## src/rtl/washing_machine_ctrl.sv

```systemverilog
// -----------------------------------------------------------------------------
// washing_machine_ctrl
//
// Cycle controller for a washing machine. After a start request it waits in
// READY for a programme (mode), then runs SOAK, WASH, one or more RINSE passes
// and SPIN. Each phase is timed by a down-counter loaded with its duration.
//
// Optional feature macro: WM_PAUSE_EN
//   defined   : opening the lid during a phase pauses the cycle (PAUSE state).
//               Closing it resumes the same phase with the counter unchanged.
//   undefined : opening the lid during a phase aborts to IDLE with a fault pulse.
//
// Parameters
//   CNT_W  width of phase durations and of the phase counter
//   REP_W  width of the rinse repeat count and of the rinse index
//
// Ports
//   clk         rising-edge clock
//   rst         asynchronous, active-high reset
//   start       start request (level, sampled every cycle)
//   cancel      abort request (highest priority)
//   lid         0 = closed, 1 = open
//   mode        00 none, 01 quick, 10 normal, 11 heavy
//   soak_time, wash_time, rinse_time, spin_time  phase durations in cycles
//   rinse_reps  number of rinse passes (0 behaves as 1)
//   state       IDLE=0 READY=1 SOAK=2 WASH=3 RINSE=4 SPIN=5 PAUSE=6
//               (this is the FSM state register itself, usable by checkers)
//   soak_en, wash_en, rinse_en, spin_en  phase enables
//   busy        high whenever state != IDLE
//   done        one-cycle pulse in the first IDLE cycle after SPIN ends
//   fault       one-cycle pulse after a lid abort
//   remaining   current phase counter value
//   rinse_idx   zero-based index of the current rinse pass
//
// Handshake: the block has no valid/ready pairs. start, cancel, lid and mode
// are level inputs sampled on every rising edge; done and fault are
// single-cycle pulses that are not held and need no acknowledge.
// -----------------------------------------------------------------------------
module washing_machine_ctrl #(
  parameter int CNT_W = 16,
  parameter int REP_W = 2
) (
  input  logic             clk,
  input  logic             rst,
  input  logic             start,
  input  logic             cancel,
  input  logic             lid,
  input  logic [1:0]       mode,
  input  logic [CNT_W-1:0] soak_time,
  input  logic [CNT_W-1:0] wash_time,
  input  logic [CNT_W-1:0] rinse_time,
  input  logic [CNT_W-1:0] spin_time,
  input  logic [REP_W-1:0] rinse_reps,
  output logic [2:0]       state,
  output logic             soak_en,
  output logic             wash_en,
  output logic             rinse_en,
  output logic             spin_en,
  output logic             busy,
  output logic             done,
  output logic             fault,
  output logic [CNT_W-1:0] remaining,
  output logic [REP_W-1:0] rinse_idx
);

  typedef enum logic [2:0] {
    S_IDLE  = 3'd0,
    S_READY = 3'd1,
    S_SOAK  = 3'd2,
    S_WASH  = 3'd3,
    S_RINSE = 3'd4,
    S_SPIN  = 3'd5,
    S_PAUSE = 3'd6
  } state_t;

  localparam logic [1:0] MODE_NONE  = 2'b00;
  localparam logic [1:0] MODE_QUICK = 2'b01;
  localparam logic [1:0] MODE_HEAVY = 2'b11;

  state_t           state_q, state_d;
  logic [CNT_W-1:0] cnt_q, cnt_d;
  logic [REP_W-1:0] idx_q, idx_d;
  logic             pending_q, pending_d;
  logic [1:0]       mode_q, mode_d;
  logic [CNT_W-1:0] soak_q, soak_d;
  logic [CNT_W-1:0] wash_q, wash_d;
  logic [CNT_W-1:0] rinse_q, rinse_d;
  logic [CNT_W-1:0] spin_q, spin_d;
  logic [REP_W-1:0] reps_q, reps_d;
  logic             done_d, fault_d;

`ifdef WM_PAUSE_EN
  // Phase that was interrupted by an open lid; restored on resume.
  state_t           saved_q, saved_d;
`endif

  // Heavy mode doubles the wash time; the extra top bit catches overflow so
  // the duration saturates at all-ones instead of wrapping.
  logic [CNT_W:0]   wash_x2;
  logic [CNT_W-1:0] wash_heavy;
  logic [CNT_W-1:0] wash_dur;
  logic [REP_W-1:0] last_pass;

  assign wash_x2    = {wash_q, 1'b0};
  assign wash_heavy = wash_x2[CNT_W] ? {CNT_W{1'b1}} : wash_x2[CNT_W-1:0];
  assign wash_dur   = (mode_q == MODE_HEAVY) ? wash_heavy : wash_q;

  // A repeat count of 0 still runs one rinse pass.
  assign last_pass  = (reps_q == '0) ? '0 : reps_q - REP_W'(1);

  // The counter holds D-1 on entry so the phase lasts D cycles; a zero
  // duration loads 0 and therefore lasts a single cycle.
  function automatic logic [CNT_W-1:0] load_val(input logic [CNT_W-1:0] d);
    return (d == '0) ? '0 : d - CNT_W'(1);
  endfunction

  // ---------------------------------------------------------------------------
  // Next-state logic
  // ---------------------------------------------------------------------------
  always_comb begin
    state_d   = state_q;
    cnt_d     = cnt_q;
    idx_d     = idx_q;
    pending_d = pending_q;
    mode_d    = mode_q;
    soak_d    = soak_q;
    wash_d    = wash_q;
    rinse_d   = rinse_q;
    spin_d    = spin_q;
    reps_d    = reps_q;
    done_d    = 1'b0;
    fault_d   = 1'b0;
`ifdef WM_PAUSE_EN
    saved_d   = saved_q;
`endif

    case (state_q)
      S_IDLE: begin
        if (cancel) begin
          pending_d = 1'b0;
        end else if ((start || pending_q) && !lid) begin
          state_d   = S_READY;
          pending_d = 1'b0;
          cnt_d     = '0;
          idx_d     = '0;
          soak_d    = soak_time;
          wash_d    = wash_time;
          rinse_d   = rinse_time;
          spin_d    = spin_time;
          reps_d    = rinse_reps;
        end else if (start) begin
          // Lid is open: remember the request until it closes.
          pending_d = 1'b1;
        end
      end

      S_READY: begin
        if (cancel) begin
          state_d   = S_IDLE;
          cnt_d     = '0;
          idx_d     = '0;
          pending_d = 1'b0;
        end else if ((mode != MODE_NONE) && !lid) begin
          mode_d = mode;
          if (mode == MODE_QUICK) begin
            // Quick programme has no soak and never doubles the wash time.
            state_d = S_WASH;
            cnt_d   = load_val(wash_q);
          end else begin
            state_d = S_SOAK;
            cnt_d   = load_val(soak_q);
          end
        end
      end

      S_SOAK, S_WASH, S_RINSE, S_SPIN: begin
        if (cancel) begin
          state_d   = S_IDLE;
          cnt_d     = '0;
          idx_d     = '0;
          pending_d = 1'b0;
        end else if (lid) begin
`ifdef WM_PAUSE_EN
          // Freeze: counter and rinse index keep their values.
          state_d = S_PAUSE;
          saved_d = state_q;
`else
          state_d   = S_IDLE;
          cnt_d     = '0;
          idx_d     = '0;
          pending_d = 1'b0;
          fault_d   = 1'b1;
`endif
        end else if (cnt_q != '0) begin
          cnt_d = cnt_q - CNT_W'(1);
        end else begin
          // Counter reached zero: this edge ends the phase.
          case (state_q)
            S_SOAK: begin
              state_d = S_WASH;
              cnt_d   = load_val(wash_dur);
            end
            S_WASH: begin
              state_d = S_RINSE;
              idx_d   = '0;
              cnt_d   = load_val(rinse_q);
            end
            S_RINSE: begin
              if (idx_q == last_pass) begin
                state_d = S_SPIN;
                idx_d   = '0;
                cnt_d   = load_val(spin_q);
              end else begin
                idx_d = idx_q + REP_W'(1);
                cnt_d = load_val(rinse_q);
              end
            end
            default: begin
              // End of SPIN: cycle complete.
              state_d = S_IDLE;
              cnt_d   = '0;
              idx_d   = '0;
              done_d  = 1'b1;
            end
          endcase
        end
      end

`ifdef WM_PAUSE_EN
      S_PAUSE: begin
        if (cancel) begin
          state_d   = S_IDLE;
          cnt_d     = '0;
          idx_d     = '0;
          pending_d = 1'b0;
        end else if (!lid) begin
          state_d = saved_q;
        end
      end
`endif

      default: begin
        // Unreachable encodings (including PAUSE without the pause feature).
        state_d   = S_IDLE;
        cnt_d     = '0;
        idx_d     = '0;
        pending_d = 1'b0;
      end
    endcase
  end

  // ---------------------------------------------------------------------------
  // State and output registers. Enables and busy are registered from the
  // next state so they line up exactly with the state register.
  // ---------------------------------------------------------------------------
  always_ff @(posedge clk or posedge rst) begin
    if (rst) begin
      state_q   <= S_IDLE;
      cnt_q     <= '0;
      idx_q     <= '0;
      pending_q <= 1'b0;
      mode_q    <= MODE_NONE;
      soak_q    <= '0;
      wash_q    <= '0;
      rinse_q   <= '0;
      spin_q    <= '0;
      reps_q    <= '0;
      soak_en   <= 1'b0;
      wash_en   <= 1'b0;
      rinse_en  <= 1'b0;
      spin_en   <= 1'b0;
      busy      <= 1'b0;
      done      <= 1'b0;
      fault     <= 1'b0;
    end else begin
      state_q   <= state_d;
      cnt_q     <= cnt_d;
      idx_q     <= idx_d;
      pending_q <= pending_d;
      mode_q    <= mode_d;
      soak_q    <= soak_d;
      wash_q    <= wash_d;
      rinse_q   <= rinse_d;
      spin_q    <= spin_d;
      reps_q    <= reps_d;
      soak_en   <= (state_d == S_SOAK);
      wash_en   <= (state_d == S_WASH);
      rinse_en  <= (state_d == S_RINSE);
      spin_en   <= (state_d == S_SPIN);
      busy      <= (state_d != S_IDLE);
      done      <= done_d;
      fault     <= fault_d;
    end
  end

`ifdef WM_PAUSE_EN
  always_ff @(posedge clk or posedge rst) begin
    if (rst) begin
      saved_q <= S_IDLE;
    end else begin
      saved_q <= saved_d;
    end
  end
`endif

  assign state     = state_q;
  assign remaining = cnt_q;
  assign rinse_idx = idx_q;

endmodule

```

## config.mk

```make
export PLATFORM = sky130hd
export DESIGN_NAME = washing_machine_ctrl
export DESIGN_NICKNAME = d
export VERILOG_FILES = /design/src/rtl/washing_machine_ctrl.sv
export SDC_FILE = /design/constraint.sdc
export NUM_CORES = 1
export LEC_CHECK = 0
export BUFFER_PORTS_ARGS = -buffer_cell sky130_fd_sc_hd__buf_2
export CAP_MARGIN = 20
export CORE_ASPECT_RATIO = 0.8
export CORE_MARGIN = 5
export CORE_UTILIZATION = 53
export CTS_BUF_LIST = sky130_fd_sc_hd__clkbuf_2 sky130_fd_sc_hd__clkbuf_4 sky130_fd_sc_hd__clkbuf_8
export DETAILED_ROUTE_END_ITERATION = 10
export PLACE_DENSITY = 0.78
export SYNTH_ARGS = -nofsm -noshare
export SYNTH_HDL_FRONTEND = slang
export SYNTH_SLANG_ARGS = --single-unit
```

## constraint.sdc

```tcl
create_clock -name clk -period 3.01 [get_ports clk]
set_input_delay 0.301 -clock clk [delete_from_list [all_inputs] [get_ports clk]]
set_output_delay 0.301 -clock clk [all_outputs]
set_load 0.01 [all_outputs]
```

==> results of run 1 <==
[cell families after synthesis]
| logic type | count (synthesis) | share of synthesized area (%) |
|---|---|---|
| AO/OA/AOI/OAI | 170 | 18.18 |
| XOR/XNOR | 59 | 8.057 |
| adder cells (fa/ha/maj) | 9 | 1.756 |
| buffers and inverters | 56 | 3.472 |
| flip-flops | 97 | 37.85 |
| multiplexers | 64 | 11.14 |
| AND/OR/NAND/NOR | 228 | 19.55 |
[per-layer routing]
layer / track usage, % / vias up / part of all wire [%]
met1: 39.15 / 2946 / 43
met5: 0 / - / 0
met4: 9.421 / 0 / 2.5
met2: 40.36 / 339 / 43
met3: 10.33 / 40 / 12
li1: - / 2787 / -
[registers in the layout, summed over array words and instances, names as in the netlist]
name       flops
soak_q        16
done           1
busy           1
rinse_en       1
rinse_idx      2
reps_q         2
pending_q      1
remaining     16
mode_q         2
fault          1
spin_en        1
state          3
soak_en        1
wash_q        16
spin_q        16
rinse_q       16
wash_en        1
[synth_stat cells, types with 5 or more instances]
cell,instances
sky130_fd_sc_hd__xor2_1,23
sky130_fd_sc_hd__nand2_1,40
sky130_fd_sc_hd__dfrtp_1,97
sky130_fd_sc_hd__a21oi_1,20
sky130_fd_sc_hd__nor3_1,34
sky130_fd_sc_hd__ha_1,9
sky130_fd_sc_hd__a22oi_1,12
sky130_fd_sc_hd__mux2i_1,5
sky130_fd_sc_hd__buf_2,7
sky130_fd_sc_hd__nor2_1,51
sky130_fd_sc_hd__o41ai_1,7
sky130_fd_sc_hd__or4_1,9
sky130_fd_sc_hd__a21o_1,7
sky130_fd_sc_hd__nor4_1,14
sky130_fd_sc_hd__mux2_2,59
sky130_fd_sc_hd__o21ai_1,7
sky130_fd_sc_hd__o21ai_0,32
sky130_fd_sc_hd__o22ai_1,28
sky130_fd_sc_hd__or3_1,10
sky130_fd_sc_hd__a31oi_1,11
sky130_fd_sc_hd__o221ai_1,7
sky130_fd_sc_hd__clkbuf_1,25
sky130_fd_sc_hd__o211ai_1,6
sky130_fd_sc_hd__a221oi_1,6
sky130_fd_sc_hd__xnor2_1,36
sky130_fd_sc_hd__nand2b_1,5
sky130_fd_sc_hd__inv_1,19
sky130_fd_sc_hd__nand3b_1,6
sky130_fd_sc_hd__nand3_1,17
sky130_fd_sc_hd__nor3b_1,6
[how the worst min path moves through the flow]
stage,start,to,cells after the start
2_1_floorplan,rinse_time[0],rinse_q[0],2
3_3_place_gp,rst,soak_q[10],3
3_5_place_dp,rst,soak_q[9],3
4_1_cts,rst,wash_q[4],3
5_1_grt,rst,soak_q[10],3
6_report,rst,wash_q[4],3
[metrics by stage]
stage / setup slack (ps) / hold WS (ps) / utilization [%] / instance area (um^2)
finish: 203.9 / 16.00 / 62.18 / 7478
global route: 30.95 / 58.65 / 62.18 / 7478
CTS: 203.8 / 55.33 / 62.15 / 7475
detailed placement: 213.8 / 467.8 / 60.26 / 7247
global placement: 348.3 / 454.2 / 60.26 / 7247
floorplan: 175.3 / 417.8 / - / 6414
[worst register-to-register path, delay by kind of cell, from the launching register on]
kind	cells	cell delay, ps
adders and majority gates	1	240
and+or+nand+nor	3	1330
AOI/OAI and AO/OA	4	590
DFF	1	390
buffers and inverters	1	190
[area by class of cell]
| type | instances | share of cell area, % |
|---|---|---|
| Tap cell | 152 | 2.543 |
| Multi-Input combinational cell | 530 | 50.39 |
| Inverter | 19 | 0.9871 |
| Timing Repair Buffer | 137 | 10.57 |
| Clock buffer | 11 | 2.024 |
| Clock inverter | 4 | 1.021 |
| Sequential cell | 97 | 32.46 |
[power by group]
group	total, mW	switching (mW)	internal [mW]
logic	1.77	0.957	0.809
registers	1.97	0.409	1.56
clock network	0.987	0.476	0.511
total	4.72	1.84	2.88
==> flow_metrics.tcl, run 1 <==
set metrics [dict create \
    outcome "finished, final reports clean" \
    grt_pass1_wl_mm 31.79 \
    path_clk_slew_ps 100 \
    start_util_pct 53.33 \
    cts_setup_buffers 0 \
    routed_via_density 6.434 \
    max_slew_margin_pct 51.98 \
    cts_buffers 9 \
    post_cts_hold_buffer_count 0 \
    routed-via-count 6112 \
    clk_path_buf_depth 2 \
    finalCriticalPeriod_ps 2806 \
    power.density_mw_per_mm2 631.0 \
    synthTopCellsByArea "sky130_fd_sc_hd__dfrtp_1 38%, sky130_fd_sc_hd__mux2_2 10%, sky130_fd_sc_hd__xnor2_1 4.9%" \
    critical_path.startpoint "spin_q[0]" \
    number_of_instances_in_the_synthesized_netlist 683 \
    slowest_cell_on_the_critical_path "sky130_fd_sc_hd__or4b_4" \
    register_area_mm2 0.002427 \
    hold_violations 0 \
    wire_length_per_cell_after_detailed_routing_um 20.97 \
    total_power_mw 4.719 \
    crit_path_max_fanout 6 \
    synth.avg_cell_area_um2 9.390 \
    die_height_um 108.4 \
    num-fill-cells 1045 \
    layout.cells.most_common "sky130_fd_sc_hd__buf_2" \
    synth_sequential_area_ratio_pct 37.85 \
    cpPeakStageDelay_ps 530 \
    final_standard_cell_count_with_taps_included_and_fillers_excluded 950 \
    worst_ep_required_time_ps 3310 \
    tritoncts "yes" \
    worstSetupEndpointType "flop" \
    dp.final_hpwl_mm 15.24 \
    regToRegStartpoint "spin_q[0]" \
    endpoint_of_the_lowest_slack_register_to_register_path "remaining[14]" \
    netlist_area_before_placement_mm2 0.006414 \
    grt_max_degree 98 \
    drt_pre_antenna_iters 7 \
    top_level_ports 101 \
    area.growth.synth_to_final_pct 16.60 \
    multi_input_comb_area_mm2 0.003769 \
    cts_max_level 3 \
    cts.sink_count 97 \
    r2r_slack_ps 200 \
    buffer_ports.inserted 100 \
    worst_ep_arrival_time_ps 3100 \
    type_of_the_setup_path_with_the_least_slack "flop to flop" \
    p_leak_nw 3.207 \
    clock_skew_ps 15.07 \
    grt_pass1_vias 5927 \
    drt_drc_violations_left 0 \
    max-vdd-ir-drop_uv 340.7 \
    final_net_count 876 \
    totalWireLength_mm 19.92 \
    yosys.area.top_type "sky130_fd_sc_hd__dfrtp_1" \
    final.setup.tns_ps 0 \
    post_cts.resized_instances 0 \
    most_used_cells_in_the_layout_excluding_fill_and_tap_cells "100 x sky130_fd_sc_hd__buf_2, 97 x sky130_fd_sc_hd__dfrtp_1, 59 x sky130_fd_sc_hd__mux2_2" \
    hp-class "input port to asynchronous set/reset pin" \
    number_of_flops_mapped_to_enable_cells_by_yosys 0 \
    cp-endpoint "remaining[14]" \
    synthesis.nets 765 \
    slew_viol_final 0 \
    ys_async_sr_fraction_pct 100.0 \
    cts_root_buffer "sky130_fd_sc_hd__clkbuf_8" \
    synth_seq_cells 97 \
    die_w_um 133.0 \
    yosys.cell_types.count 70 \
    worst_r2r_path_depth 9 \
    die_area_mm2 0.01441 \
    critPathLaunchType "flop" \
    achievable-frequency_ghz 0.3564 \
    insertedDiodeCount 0 \
    rsz0062_at_grt "no" \
    cp_top_family "simple AND/OR/NAND/NOR gates" \
    drt_first_iter_violations 557 \
    critPathBufInv 1 \
    ys_warn_count 0 \
    grt_usage_pct 28.07 \
    routabilityCongestion 0.9598 \
    placement_rows 36 \
    worstSkewPairLatency_ps 390 \
    tightest_slew_ps 713.7 \
    placed_cells 935 \
    layout-drive-gt1-share_pct 28.70 \
    drv.max_cap_violation_count 0 \
    count_of_final_setup_violators 0 \
    synth_top_flop_cell "sky130_fd_sc_hd__dfrtp_1" \
    critical_path.cell_chain "inv_1 > ha_1 > or4b_4 > or4_1 > nor4b_1 > a31oi_1 > o21ai_1 > a221oi_1 > o41ai_2" \
    antenna_left 0 \
    core_box_area_mm2 0.01203 \
    yosysTopAreaCellShare_pct 37.85 \
    critical_path_depth 9 \
    layout_worst_path_cycle_share_pct 93.23 \
    grt_antenna_before_repair 0 \
    global_route.overflow_total 0 \
]
Power figures use the tool's default switching activity.
==> inputs of run 2 (changes only) <==
==> constraint.sdc (replaced) <==
create_clock -name clk -period 2.25 [get_ports clk]
set_input_delay 0.225 -clock clk [delete_from_list [all_inputs] [get_ports clk]]
set_output_delay 0.225 -clock clk [all_outputs]
set_load 0.01 [all_outputs]
==> flow_metrics.tcl, run 2 (synthesized netlist as in run 1, its figures left out) <==
set metrics [dict create \
    core_box_area_mm2 0.01203 \
    max_slew_margin_pct 61.67 \
    drt_pre_antenna_iters 7 \
    type_of_the_setup_path_with_the_least_slack "flop to flop" \
    worstSetupEndpointType "flop" \
    violations "setup timing" \
    crit_path_max_fanout 7 \
    area.growth.synth_to_final_pct 43.45 \
    hp-class "input port to flop" \
    hold_violations 0 \
    final_net_count 1019 \
    slowest_cell_on_the_critical_path "sky130_fd_sc_hd__or4_4" \
    layout.core_utilization_pct 76.50 \
    path_clk_slew_ps 100 \
    grt_max_degree 98 \
    cpPeakStageDelay_ps 530 \
    wire_length_per_cell_after_detailed_routing_um 21.14 \
    num-fill-cells 821 \
    most_used_cells_in_the_layout_excluding_fill_and_tap_cells "167 x sky130_fd_sc_hd__buf_4, 100 x sky130_fd_sc_hd__buf_2, 94 x sky130_fd_sc_hd__dfrtp_1" \
    tritoncts "yes" \
    drv.max_cap_violation_count 0 \
    critical_path_depth 7 \
    achievable-frequency_ghz 0.4012 \
    grt_usage_pct 32.23 \
    clock_skew_ps 13.56 \
    worst_r2r_path_depth 7 \
    drt_drc_violations_left 0 \
    global_route.overflow_total 0 \
    totalWireLength_mm 23.13 \
    layout_worst_path_cycle_share_pct 110.8 \
    finalCriticalPeriod_ps 2493 \
    worstSkewPairLatency_ps 400 \
    tightest_slew_ps 574.9 \
    antenna_left 0 \
    max-vdd-ir-drop_uv 688.6 \
    cts_max_level 3 \
    outcome "finished, violations left" \
    insertedDiodeCount 0 \
    p_leak_nw 4.078 \
    cts.sink_count 97 \
    worst_ep_required_time_ps 2540 \
    worst_hold_slack_ps 28.28 \
    multi_input_comb_area_mm2 0.004328 \
    slew_viol_final 0 \
    start_util_pct 53.33 \
    die_height_um 108.4 \
    routabilityCongestion 1.016 \
    grt_pass1_vias 6772 \
    cts_root_buffer "sky130_fd_sc_hd__clkbuf_8" \
    cts_buffers 9 \
    die_area_mm2 0.01441 \
    routed-via-count 6772 \
    finalWorstSetupSlack_ps -242.5 \
    buffer_ports.inserted 100 \
    power.density_mw_per_mm2 797.5 \
    top_level_ports 101 \
    layout-drive-gt1-share_pct 48.30 \
    rsz0062_at_grt "yes" \
    critPathBufInv 1 \
    layout.cells.most_common "sky130_fd_sc_hd__buf_4" \
    cp_top_family "simple AND/OR/NAND/NOR gates" \
    count_of_final_setup_violators 17 \
    dp.final_hpwl_mm 17.44 \
    clk_path_buf_depth 2 \
    worst_ep_arrival_time_ps 2780 \
    grt_antenna_before_repair 0 \
    die_w_um 133.0 \
    routed_via_density 6.190 \
    drt_first_iter_violations 695 \
    register_area_mm2 0.002431 \
    holdPathStages 3 \
    critPathLaunchType "flop" \
    critical_path.cell_chain "nor4_4 > nand3b_1 > or4_4 > o41ai_4 > buf_6 > o22ai_2 > a221o_1" \
    grt_pass1_wl_mm 36.35 \
    placement_rows 36 \
]
-- run 2: cell types whose count changed in the layout (fill, tap and decap cells not counted), sizes merged --
cell / before / now
buf: 137 / 279
dlygate4sd3: 0 / 1
clkinv: 1 / 3
clkbuf: 11 / 10
inv: 19 / 20
bufinv: 2 / 1
-- run 2: final timing paths --
kind                              startpoint      endpoint  slack, ps
worst min register to register     reps_q[0]     reps_q[0]        560
worst min-delay path            spin_time[1]     spin_q[1]         30
worst max register to register     soak_q[3]  remaining[3]       -240
worst max-delay path               soak_q[3]  remaining[3]       -240
max in group asynchronous                rst     mode_q[0]       1250
min in group asynchronous                rst    soak_q[14]        500
-- run 2: stage by stage --
| stage | area (um^2) | TNS (ps) | instances | power, mW | worst slack [ps] |
|---|---|---|---|---|---|
| after floorplan | 6538 | -1177 | 683 | 4.174 | -155.5 |
| after global placement | 8343 | -2034 | 1063 | 5.499 | -247.8 |
| after detailed placement | 8343 | -2718 | 1063 | 5.607 | -295.2 |
| after CTS | 8944 | -2232 | 1089 | 7.115 | -220.8 |
| after global routing | 9200 | -4553 | 1094 | 7.723 | -352.2 |
| final | 9200 | -2794 | 1094 | 7.337 | -242.5 |
-- run 2: power breakdown --
part	internal, mW	total, mW	switching [mW]
combinational	1.77	3.62	1.85
sequential	2.09	2.48	0.394
clock	0.544	1.24	0.691
total	4.40	7.34	2.94
-- run 2: layout make-up --
class                   count  share of cell area (%)
clock buffers              10                   1.428
inverters                  19                  0.8160
multi-input cells         530                   47.04
well taps                 152                   2.067
repair buffers            280                   21.39
flip-flops and latches     97                   26.42
clock inverters             6                  0.8296
-- run 2: tightest hold or removal path, stage by stage --
cell and delay, ps:
sky130_fd_sc_hd__buf_2 80, sky130_fd_sc_hd__nand2_1 30, sky130_fd_sc_hd__o21ai_0 50
-- run 2: metal layers --
layer / share of wire (%) / track usage, %
met1: 44 / 45.62
met2: 45 / 50.47
met3: 7.5 / 6.326
met4: 2.7 / 9.570
met5: 0 / 0
-- run 2: repair_timing --
item | in CTS | in global routing
gates resized for setup | 58 | 36
gates cloned | 3 | 0
hold endpoints to repair | 14 | 0
pin swaps | 26 | 17
endpoints found under the setup margin | 20 | 23
hold buffers | 1 | 0
setup buffers | 6 | 5
==> inputs of run 3 (changes only) <==
==> constraint.sdc (replaced) <==
create_clock -name clk -period 2.25 [get_ports clk]
set_input_delay 0.225 -clock clk [delete_from_list [all_inputs] [get_ports clk]]
set_output_delay 0.225 -clock clk [all_outputs]
set_load 0.1 [all_outputs]
==> flow_metrics.tcl, run 3 (synthesized netlist as in run 1, its figures left out) <==
set metrics [dict create \
    worst_hold_slack_ps -47.84 \
    final_net_count 1010 \
    antenna_left 0 \
    layout-drive-gt1-share_pct 50.70 \
    violations "hold timing, setup timing" \
    routed-via-count 6810 \
    worstSetupEndpointType "flop" \
    buffer_ports.inserted 100 \
    core_box_area_mm2 0.01203 \
    start_util_pct 53.33 \
    p_leak_nw 3.996 \
    comb_power_share_pct 50.9 \
    layout.core_utilization_pct 76.54 \
    max_slew_margin_pct 62.83 \
    outcome "finished, violations left" \
    critical_path.startpoint "soak_q[7]" \
    clock_skew_ps 11.45 \
    final_cell_area_mm2 0.009205 \
    most_used_cells_in_the_layout_excluding_fill_and_tap_cells "157 x sky130_fd_sc_hd__buf_4, 100 x sky130_fd_sc_hd__buf_2, 75 x sky130_fd_sc_hd__dfrtp_1" \
    final_standard_cell_count_with_taps_included_and_fillers_excluded 1085 \
    power_report.internal_total_mw 4.448 \
    r2r_slack_ps -290 \
    wire_length_per_cell_after_detailed_routing_um 21.45 \
    worst_r2r_path_depth 6 \
    power.switching_mw 3.153 \
    placement_rows 36 \
    critPathLaunchType "flop" \
    grt_usage_pct 31.41 \
    routabilityCongestion 0.9792 \
    drt_first_iter_violations 680 \
    worst_ep_arrival_time_ps 2790 \
    die_area_mm2 0.01441 \
    power.share.clock_pct 16.3 \
    dp.final_hpwl_mm 17.07 \
    crit_path_max_fanout 3 \
    clk_path_buf_depth 2 \
    grt_pass1_vias 6701 \
    place_worst_setup_slack_ps -455.2 \
    tritoncts "yes" \
    max-vdd-ir-drop_uv 590.7 \
    area.growth.synth_to_final_pct 43.52 \
    global_route.overflow_total 0 \
    endpoint_of_the_lowest_slack_register_to_register_path "remaining[14]" \
    dpl_cell_area_mm2 0.008247 \
    cts_root_buffer "sky130_fd_sc_hd__clkbuf_8" \
    worstSkewPairLatency_ps 390 \
    cts_max_level 3 \
    total_power_mw 7.600 \
    drt_pre_antenna_iters 5 \
    switching_share_pct 41.48 \
    drv.max_cap_violation_count 0 \
    layout_worst_path_cycle_share_pct 112.7 \
    top_level_ports 101 \
    power.sequential.fraction_pct 32.9 \
    post_cts_hold_buffer_count 0 \
    finalCriticalPeriod_ps 2536 \
    count_of_final_setup_violators 19 \
    die_w_um 133.0 \
    hp-class "input port to asynchronous set/reset pin" \
    drt_drc_violations_left 0 \
    finalWorstSetupSlack_ps -286.3 \
    grt_antenna_before_repair 1 \
    worst_ep_required_time_ps 2510 \
    path_clk_slew_ps 100 \
    tightest_slew_ps 557.6 \
    final.setup.tns_ps -3390 \
    slew_viol_final 0 \
    cts.sink_count 97 \
    insertedDiodeCount 0 \
    placed_cells 1042 \
    rsz0062_at_grt "yes" \
    hold_violations 45 \
    regToRegStartpoint "soak_q[7]" \
    grt_max_degree 98 \
    routed_via_density 6.276 \
    layout.cells.most_common "sky130_fd_sc_hd__buf_4" \
    cts_buffers 9 \
    totalWireLength_mm 23.27 \
    type_of_the_setup_path_with_the_least_slack "flop to flop" \
    power.density_mw_per_mm2 825.7 \
    die_height_um 108.4 \
    achievable-frequency_ghz 0.3943 \
    grt_pass1_wl_mm 35.41 \
]
## run 3: cell count changes in the layout (fill, tap and decap cells not counted), sizes merged
cell         delta
buf             -8
clkinv          -2
clkinvlp        +1
dlygate4sd3     -1
inv             +1
## run 3: worst max-delay path: stages (launching register included)
cell and delay [ps]:
sky130_fd_sc_hd__dfrtp_1 390, sky130_fd_sc_hd__or4_4 560, sky130_fd_sc_hd__or4_4 460, sky130_fd_sc_hd__o21ai_0 230
sky130_fd_sc_hd__nand3_1 170, sky130_fd_sc_hd__a32oi_1 440, sky130_fd_sc_hd__o41ai_2 160
## run 3: power groups by stage
stage | Clock [mW] | Sequential, mW | Combinational, mW
detailed placement | 0 | 2.49 | 3.24
finish | 1.24 | 2.50 | 3.87
global placement | 0 | 2.45 | 3.15
CTS | 1.26 | 2.46 | 3.52
floorplan | 0 | 2.56 | 1.78
global route | 1.34 | 2.54 | 4.07
## run 3: repair_timing
item                                    CTS  global route
gates resized for setup                  49            53
pin swaps                                24            27
buffers inserted                         15            15
endpoints found under the setup margin   23            25
cloned                                    1             0
hold endpoints to repair                  0             0
## run 3: layout make-up
class                           instances  area [um^2]
Fill cell                             826         2821
Multi-Input combinational cell        530         4399
Inverter                               19        75.07
Tap cell                              152        190.2
Clock buffer                           10        137.6
Timing Repair Buffer                  271         1876
Sequential cell                        97         2455
Clock inverter                          6        72.57
## run 3: routing by layer
layer	wire (um)	part of all wire, %	global-route usage, %	vias to the layer above
met5	13	0.056	0	-
met4	812	3.5	11.13	2
met3	2124	9.1	9.070	80
met2	10760	46	50.43	386
met1	9556	41	40.83	3289
li1	-	-	-	3053
## run 3: worst max path at each step
stage | end | slack, ps | cells past startpoint
6_report | remaining[14] | -290 | 6
5_1_grt | remaining[3] | -360 | 7
4_1_cts | remaining[14] | -260 | 9
3_5_place_dp | remaining[4] | -460 | 7
3_3_place_gp | remaining[4] | -370 | 7
2_1_floorplan | busy | -350 | 7
